==> src/rtl/eq_gain_writer_pkg.sv <==
// Shared types and sizing for the EQ gain writer; frame width follows EQ_GAIN_PARITY_EN.
package eq_pkg;

  localparam int unsigned EQ_NUM_BANDS = 10;
  localparam int unsigned EQ_BAND_W    = 4;
  localparam int unsigned EQ_GAIN_W    = 8;

  typedef enum logic [1:0] {
    RST,
    IDLE,
    SHIFT,
    GAP
  } eq_wr_state_t;

  function automatic int unsigned eq_frame_w(input int unsigned band_w,
                                             input int unsigned gain_w);
`ifdef EQ_GAIN_PARITY_EN
    return band_w + gain_w + 1;
`else
    return band_w + gain_w;
`endif
  endfunction

endpackage

==> src/rtl/eq_gain_writer_bit_timer.sv <==
// Serial bit divider: bit_tick marks the last sys_clk cycle of each bit period.
module eq_bit_timer #(
  parameter int unsigned BIT_DIV = 4
) (
  input  logic sys_clk,
  input  logic sys_rst_n,
  input  logic clr,
  output logic bit_tick
);

  localparam int unsigned      DIV_W    = (BIT_DIV > 1) ? $clog2(BIT_DIV) : 1;
  localparam logic [DIV_W-1:0] DIV_LAST = DIV_W'(BIT_DIV - 1);

  logic [DIV_W-1:0] div_cnt;

  always_ff @(posedge sys_clk or negedge sys_rst_n) begin
    if (!sys_rst_n) begin
      div_cnt <= '0;
    end else if (clr || (div_cnt == DIV_LAST)) begin
      div_cnt <= '0;
    end else begin
      div_cnt <= div_cnt + DIV_W'(1);
    end
  end

  assign bit_tick = (div_cnt == DIV_LAST);

endmodule

==> src/rtl/eq_gain_writer.sv <==
// Serial gain-programming transmitter and eq_rst sequencer for the EQ core.
// Build option: EQ_GAIN_PARITY_EN appends an even-parity bit to every frame.
module eq_gain_writer
  import eq_pkg::*;
#(
  parameter int unsigned NUM_BANDS  = EQ_NUM_BANDS,
  parameter int unsigned BAND_W     = EQ_BAND_W,
  parameter int unsigned GAIN_W     = EQ_GAIN_W,
  parameter int unsigned BIT_DIV    = 4,
  parameter int unsigned RST_CYCLES = 16
) (
  input  logic              sys_clk,
  input  logic              sys_rst_n,
  input  logic              req_valid,
  input  logic [BAND_W-1:0] req_band,
  input  logic [GAIN_W-1:0] req_gain,
  output logic              req_ready,
  input  logic              soft_rst,
  output logic              gainwe,
  output logic              gainset,
  output logic              eq_rst,
  output logic              err_band,
  output logic              busy
);

  localparam int unsigned       FRAME_W  = eq_frame_w(BAND_W, GAIN_W);
  localparam int unsigned       BCNT_W   = $clog2(FRAME_W + 1);
  localparam int unsigned       RCNT_W   = (RST_CYCLES > 1) ? $clog2(RST_CYCLES + 1) : 1;
  localparam logic [BCNT_W-1:0] BIT_LAST = BCNT_W'(FRAME_W - 1);
  localparam logic [RCNT_W-1:0] RST_LAST = RCNT_W'(RST_CYCLES - 1);

  eq_wr_state_t       state;
  logic [FRAME_W-1:0] frame;
  logic [FRAME_W-2:0] shreg;
  logic [BCNT_W-1:0]  bit_cnt;
  logic [RCNT_W-1:0]  rst_cnt;
  logic               bit_tick;
  logic               timer_clr;
  logic               band_ok;

`ifdef EQ_GAIN_PARITY_EN
  assign frame = {req_band, req_gain, ^{req_band, req_gain}};
`else
  assign frame = {req_band, req_gain};
`endif

  assign band_ok   = (32'(req_band) < NUM_BANDS);
  assign req_ready = (state == IDLE) && !soft_rst;
  // Divider only runs inside SHIFT/GAP; it wraps to 0 on the tick that changes state.
  assign timer_clr = soft_rst || !((state == SHIFT) || (state == GAP));

  eq_bit_timer #(
    .BIT_DIV (BIT_DIV)
  ) u_bit_timer (
    .sys_clk   (sys_clk),
    .sys_rst_n (sys_rst_n),
    .clr       (timer_clr),
    .bit_tick  (bit_tick)
  );

  // shreg holds only the bits still to be sent; the current bit lives in gainset.
  always_ff @(posedge sys_clk or negedge sys_rst_n) begin
    if (!sys_rst_n) begin
      state    <= RST;
      shreg    <= '0;
      bit_cnt  <= '0;
      rst_cnt  <= '0;
      eq_rst   <= 1'b1;
      gainwe   <= 1'b0;
      gainset  <= 1'b0;
      err_band <= 1'b0;
      busy     <= 1'b1;
    end else begin
      err_band <= 1'b0;
      if (soft_rst) begin
        state   <= RST;
        rst_cnt <= '0;
        bit_cnt <= '0;
        eq_rst  <= 1'b1;
        gainwe  <= 1'b0;
        gainset <= 1'b0;
        busy    <= 1'b1;
      end else begin
        case (state)
          RST: begin
            if (rst_cnt == RST_LAST) begin
              state   <= IDLE;
              rst_cnt <= '0;
              eq_rst  <= 1'b0;
              busy    <= 1'b0;
            end else begin
              rst_cnt <= rst_cnt + RCNT_W'(1);
            end
          end
          IDLE: begin
            if (req_valid) begin
              if (band_ok) begin
                state   <= SHIFT;
                shreg   <= frame[FRAME_W-2:0];
                bit_cnt <= '0;
                gainwe  <= 1'b1;
                gainset <= frame[FRAME_W-1];
                busy    <= 1'b1;
              end else begin
                err_band <= 1'b1;
              end
            end
          end
          SHIFT: begin
            if (bit_tick) begin
              if (bit_cnt == BIT_LAST) begin
                state   <= GAP;
                bit_cnt <= '0;
                gainwe  <= 1'b0;
                gainset <= 1'b0;
              end else begin
                bit_cnt <= bit_cnt + BCNT_W'(1);
                gainset <= shreg[FRAME_W-2];
                shreg   <= {shreg[FRAME_W-3:0], 1'b0};
              end
            end
          end
          GAP: begin
            if (bit_tick) begin
              state <= IDLE;
              busy  <= 1'b0;
            end
          end
          default: begin
            state   <= RST;
            rst_cnt <= '0;
            eq_rst  <= 1'b1;
            gainwe  <= 1'b0;
            gainset <= 1'b0;
            busy    <= 1'b1;
          end
        endcase
      end
    end
  end

endmodule

==> config.mk <==
export PLATFORM = sky130hd
export DESIGN_NAME = eq_gain_writer
export DESIGN_NICKNAME = d
export VERILOG_FILES = /design/src/rtl/eq_gain_writer_pkg.sv /design/src/rtl/eq_gain_writer_bit_timer.sv /design/src/rtl/eq_gain_writer.sv
export SDC_FILE = /design/constraint.sdc
export NUM_CORES = 1
export LEC_CHECK = 0
export CAP_MARGIN = 0
export CORE_MARGIN = 2
export CORE_UTILIZATION = 50
export CTS_CLUSTER_DIAMETER = 80
export DETAILED_ROUTE_END_ITERATION = 10
export PLACE_DENSITY = 0.81
export RECOVER_POWER = 50
export SLEW_MARGIN = 30
export SYNTH_ARGS = -nofsm -noshare
export SYNTH_HDL_FRONTEND = slang
export SYNTH_SLANG_ARGS = --single-unit
export TNS_END_PERCENT = 100
==> constraint.sdc <==
create_clock -name sys_clk -period 4.46 [get_ports sys_clk]
set_input_delay 0.669 -clock sys_clk [delete_from_list [all_inputs] [get_ports sys_clk]]
set_output_delay 0.669 -clock sys_clk [all_outputs]
set_load 0.02 [all_outputs]
==> metrics.cfg, run 1 <==
[synth]
syn_inst=138
syn-cell-area_um2=1570
synth_warnings=0
synth-seq-area-share_pct=46.3
synth_top_family_by_area=multiplexers
synthSimpleGateAreaFrac_pct=15.3
synth.avg_cell_area_um2=11.4
synth-adder-area-share_pct=5.56
syn-num-nets=161
synth_compound_area_share_pct=8.74
synth.ff_latch_count=29
synth-xor-area-share_pct=0.556
synth_mux_area_share_pct=20.1
yosys.cell_types.count=40

[routing]
drt_iter0_markers=34
antenna_left=0
first_pass_iters=4
drcViolationCount=0
wire_per_inst_um=14.1
drt-total-wl_mm=2.90
vias=1108
viasPerCell=5.38

[finish]
diodes=0
drive_above_1_share_pct=20.4
areaGrowthSynthToFinish_pct=18.4
num-nets-final=184
final_cell_area_um2=1860
layout.cells.non_filler=206

[sta]
finalHoldViolations=0
setup-violations-final=0
final_max_slew_viol_count=30
clock.fmax_ghz=0.335
relSlewSlack_pct=-2.23
rsz0062_at_grt=false
setup_slack_ps=1480
fin_setup_tns_ps=0
worst_pin_slew_ps=1530
timing.final.crit_share_pct=66.9
layout_min_cycle_time_ps=2980
worst_clock_skew_ps=8.74

[clock_tree]
cts_buffers=5
holdBufCountCts=0
post_cts_buffers=0
htreeDepth=2
clk-insertion-delay-late_ps=340
cts.path.max_buffers=2
cts-resized-gates=0
clkSlewWorstSetupHoldPaths_ps=90
clock-sinks=29
cts_root_buf=clkbuf_4
cts_tree=built

[setup_path]
r2r_start=state[0]
start_kind=primary input
arrival_ps=2310
startpoint=soft_rst
endpoint=req_ready
required_ps=3790
path_class=in -> out
cp_max_fo=14
cp_slowest_cell=clkdlybuf4s50_1
r2r_cells=5
cpMostUsedCell=clkdlybuf4s50_1
critPathMaxStageDelay_ps=670
reg2reg_to=shreg[0]
worstSetupEndpointType=output port
path_cells=clkdlybuf4s50_1, nor2b_1, clkdlybuf4s50_1
regToRegSetupSlack_ps=1940

[die]
die_area_um2=3610
chipWidth_um=60.1
ios=22
core_um2=3030
chipHeight_um=60.1
start_util_pct=52.0
rows=20

[global_routing]
grt_first_pass_wirelength_mm=4.95
overflow=0
grt_pass1_vias=1127
grt_antenna_before_repair=0
grt_max_degree=30
grt_usage_pct=18.9

[pwr]
cellPowerDensity_nw_per_um2=531
pwr-share-comb_pct=43.2
power_frac_clock_pct=15.3
finalPower_mw=0.990
p_seq_share_pct=41.4
internal-power_mw=0.649
switching_share_pct=34.4
switching_power_mw=0.340
p_leak_nw=0.854
vdd_drop_max_uv=259

[worst_hold_path]
holdPathStages=1
min_from=u_bit_timer.div_cnt[0]
min_path_type=reg -> reg

[run_status]
violations=max-capacitance violations, max-slew violations
outcome=finished, violations left

[place]
routabilityCongestion=0.732
place.port_buffers=21
pre_cts_ws_ps=1510
post-place-cells=198
hpwl_mm=2.14
postPlaceCellArea_um2=1820

[job]
maxCapViolations=1

metrics by stage:
stage          hold slack [ps]  utilization (%)
2_1_floorplan              373                -
3_3_place_gp               427             60.0
3_5_place_dp               441             60.0
4_1_cts                    459             61.7
5_1_grt                    500             61.5
6_report                   464             61.5
worst min-delay path by stage:
stage	slack, ps	end
3_3_place_gp	430	u_bit_timer.div_cnt[0]
4_1_cts	460	u_bit_timer.div_cnt[0]
3_5_place_dp	440	u_bit_timer.div_cnt[0]
6_report	460	u_bit_timer.div_cnt[0]
5_1_grt	500	u_bit_timer.div_cnt[0]
2_1_floorplan	370	bit_cnt[0]
power groups by stage:
| stage | clock [mW] | combinational, mW | sequential (mW) |
|---|---|---|---|
| after detailed placement | 0 | 0.430 | 0.414 |
| after global routing | 0.173 | 0.468 | 0.421 |
| after CTS | 0.154 | 0.431 | 0.410 |
| after floorplan | 0 | 0.321 | 0.413 |
| final | 0.152 | 0.428 | 0.410 |
| after global placement | 0 | 0.412 | 0.405 |
sequential cells by signal, summed over array words and instances, names as in the netlist:
register / flops
gainset: 1
state: 2
shreg: 11
gainwe: 1
eq_rst: 1
err_band: 1
rst_cnt: 5
busy: 1
u_bit_timer.div_cnt: 2
bit_cnt: 4
critical path, delay by kind of cell:
family        cells  cell delay (ps)
buf+inv           2             1300
simple gates      1              330
layout make-up:
| class | instances | area, um^2 |
|---|---|---|
| Timing Repair Buffer | 22 | 214 |
| Sequential cell | 29 | 728 |
| Multi-Input combinational cell | 97 | 792 |
| Inverter | 6 | 22.5 |
| Fill cell | 251 | 1160 |
| Tap cell | 44 | 55.1 |
| Clock buffer | 6 | 41.3 |
| Clock inverter | 2 | 10.0 |
layout by cell type, fill, tap and decap left out, types with 2 or more instances in the layout:
cell type	n
mux2_4	10
o21ai_1	2
ha_1	7
dfstp_2	2
mux2_2	12
inv_1	6
clkbuf_4	5
nand2b_1	3
dfrtp_1	27
o21ai_0	5
o31ai_1	2
mux2i_1	2
nor3_1	2
nand3_1	4
clkdlybuf4s50_1	20
a21oi_1	3
and3_1	3
nand2_1	12
clkbuf_1	2
nor2_1	8
nor2b_1	4
clkinv_2	2
synth_stat cells, drive strengths merged:
cell type	number	area share [%]
a2111o	1	0.72
a21oi	3	0.95
a221o	1	0.64
a22oi	1	0.48
a311oi	1	0.56
a32o	1	0.64
a41oi	1	0.56
and2	1	0.40
and3	3	1.2
buf	3	1.3
clkbuf	3	0.72
dfrtp	27	43
dfstp	2	3.3
ha	7	5.6
inv	6	1.4
mux2	23	19
mux2i	2	1.3
nand2	12	2.9
nand2b	3	1.2
nand3	4	1.3
nand4	1	0.40
nand4b	1	0.56
nor2	8	1.9
nor2b	4	1.6
nor3	2	0.64
nor4	1	0.40
nor4b	1	1.5
o21ai	7	2.2
o21ba	1	0.64
o22ai	1	0.40
o31ai	2	0.95
or2b	1	0.48
or3	1	0.40
or3b	1	0.56
xor2	1	0.56
cells by family after synthesis:
kind of cell | count (synthesis)
XOR/XNOR | 1
AND/OR/NAND/NOR | 44
flip-flops | 29
AO/OA/AOI/OAI | 20
multiplexers | 25
buffers and inverters | 12
adder cells (fa/ha/maj) | 7
routing by layer:
metal | global-route usage (%) | routed length, um | vias up
li1 | - | - | 531
met1 | 21.5 | 1180 | 544
met2 | 32.1 | 1510 | 26
met3 | 7.36 | 161 | 7
met4 | 6.67 | 44 | 0
met5 | 0 | 0 | -
No activity file was read; power rests on OpenSTA's default activity.
==> run 2, diff against run 1 <==
- clock period: 4.46 -> 2.8 ns (I/O delays scaled with it)
==> metrics.cfg, run 2 (same netlist as run 1, synthesis figures left out) <==
[clock_tree]
htreeDepth=2
cts_tree=built
clkSlewWorstSetupHoldPaths_ps=90
clk-insertion-delay-late_ps=340
cts.path.max_buffers=2
holdBufCountCts=0
cts-resized-gates=0
cts_root_buf=clkbuf_4
post_cts_buffers=0
cts_buffers=5
clock-sinks=29

[sta]
timing.final.crit_share_pct=92.0
rsz0062_at_grt=false
relSlewSlack_pct=-1.39
setup-violations-final=0
hold_slack_ps=444
setup_slack_ps=224
final_max_slew_viol_count=30
worst_pin_slew_ps=1520
layout_min_cycle_time_ps=2580
finalHoldViolations=0
fin_setup_tns_ps=0
clock.fmax_ghz=0.388
worst_clock_skew_ps=11.2

[worst_hold_path]
min_path_type=reg -> reg

[finish]
areaGrowthSynthToFinish_pct=21.9
layout.cells.non_filler=209
largest_reg_flops=11
fillers=234
final_cell_area_um2=1920
diodes=0
largest_register=shreg
drive_above_1_share_pct=21.8
layout_commonest_cell=dfrtp_1
num-nets-final=187
largestRegisters=shreg x11, rst_cnt x5, bit_cnt x4
fin_util_pct=63.4
final_cell_mix=dfrtp_1, clkdlybuf4s50_1, nand2_1, mux2_2, mux2_4

[setup_path]
start_kind=register
cp_max_fo=7
required_ps=2380
arrival_ps=2160
path_class=reg -> out
worstSetupEndpointType=output port

[place]
pre_cts_ws_ps=440
place.port_buffers=21
post-place-cells=201
hpwl_mm=2.17
routabilityCongestion=0.789
postPlaceCellArea_um2=1840

[routing]
highest_layer=met4
wire_per_inst_um=13.8
wl_met2_mm=1.42
wl_met1_mm=1.27
first_pass_iters=4
drt-total-wl_mm=2.89
antenna_left=0
drt_iter0_markers=106
drcViolationCount=0
wl_met3_um=141
vias=1130
viasPerCell=5.41

[die]
ios=22
start_util_pct=52.0
chipHeight_um=60.1
rows=20
chipWidth_um=60.1
die_area_um2=3610
core_um2=3030

[pwr]
cellPowerDensity_nw_per_um2=884
vdd_drop_max_uv=473
finalPower_mw=1.70
p_leak_nw=0.882

[run_status]
outcome=finished, violations left
violations=max-capacitance violations, max-slew violations

[job]
maxCapViolations=1

[global_routing]
grt_max_degree=30
grt_usage_pct=18.8
grt_first_pass_wirelength_mm=5.04
grt_antenna_before_repair=0
overflow=0
grt_pass1_vias=1190

==> run 2: changes by cell type in the layout (fill, tap and decap cells not counted) <==
cell	delta
buf_4	+3
clkbuf_8	+1
bufinv_16	+1
clkinv_2	-2
==> run 2: where the power goes <==
| group | total, mW | internal [mW] | switching (mW) |
|---|---|---|---|
| combinational | 0.687 | 0.385 | 0.301 |
| clock | 0.361 | 0.213 | 0.148 |
| sequential | 0.649 | 0.560 | 0.0885 |
| total | 1.70 | 1.16 | 0.538 |
==> run 2: final cells by class <==
| type | count | area (um^2) | area share, % |
|---|---|---|---|
| clock buffer | 7 | 55.1 | 2.87 |
| clock inverter | 1 | 30.0 | 1.56 |
| inverter | 6 | 22.5 | 1.17 |
| multi-input combinational | 97 | 792 | 41.3 |
| sequential | 29 | 728 | 37.9 |
| tap | 44 | 55.1 | 2.87 |
| timing repair buffer | 25 | 236 | 12.3 |
==> run 2: worst paths after layout <==
check / start / endpoint / slack [ps] / cells past startpoint
setup / recovery: state[1] / req_ready / 220 / 4
hold / removal: u_bit_timer.div_cnt[0] / u_bit_timer.div_cnt[0] / 440 / 1
setup reg to reg: state[0] / shreg[0] / 590 / 5
hold reg to reg: u_bit_timer.div_cnt[0] / u_bit_timer.div_cnt[0] / 440 / 1
max in group asynchronous: sys_rst_n / u_bit_timer.div_cnt[0] / 920 / 2
min in group asynchronous: sys_rst_n / rst_cnt[2] / 990 / 2
==> run 2: worst max-delay path: stages, from the launching register on <==
cell             delay [ps]
dfrtp_1                 400
inv_1                   100
ha_1                    270
nor2b_1                 370
clkdlybuf4s50_1         680
==> run 2: per-layer routing <==
layer,global-route usage [%],up-vias
met3,6.93,8
li1,-,548
met4,8.89,0
met5,0,-
met1,22.5,545
met2,29.7,29
==> run 3, diff against run 2 <==
- SLEW_MARGIN: 30 -> default
==> results of run 3 <==
No change in the layout: final DEF, timing and power equal those of run 2.
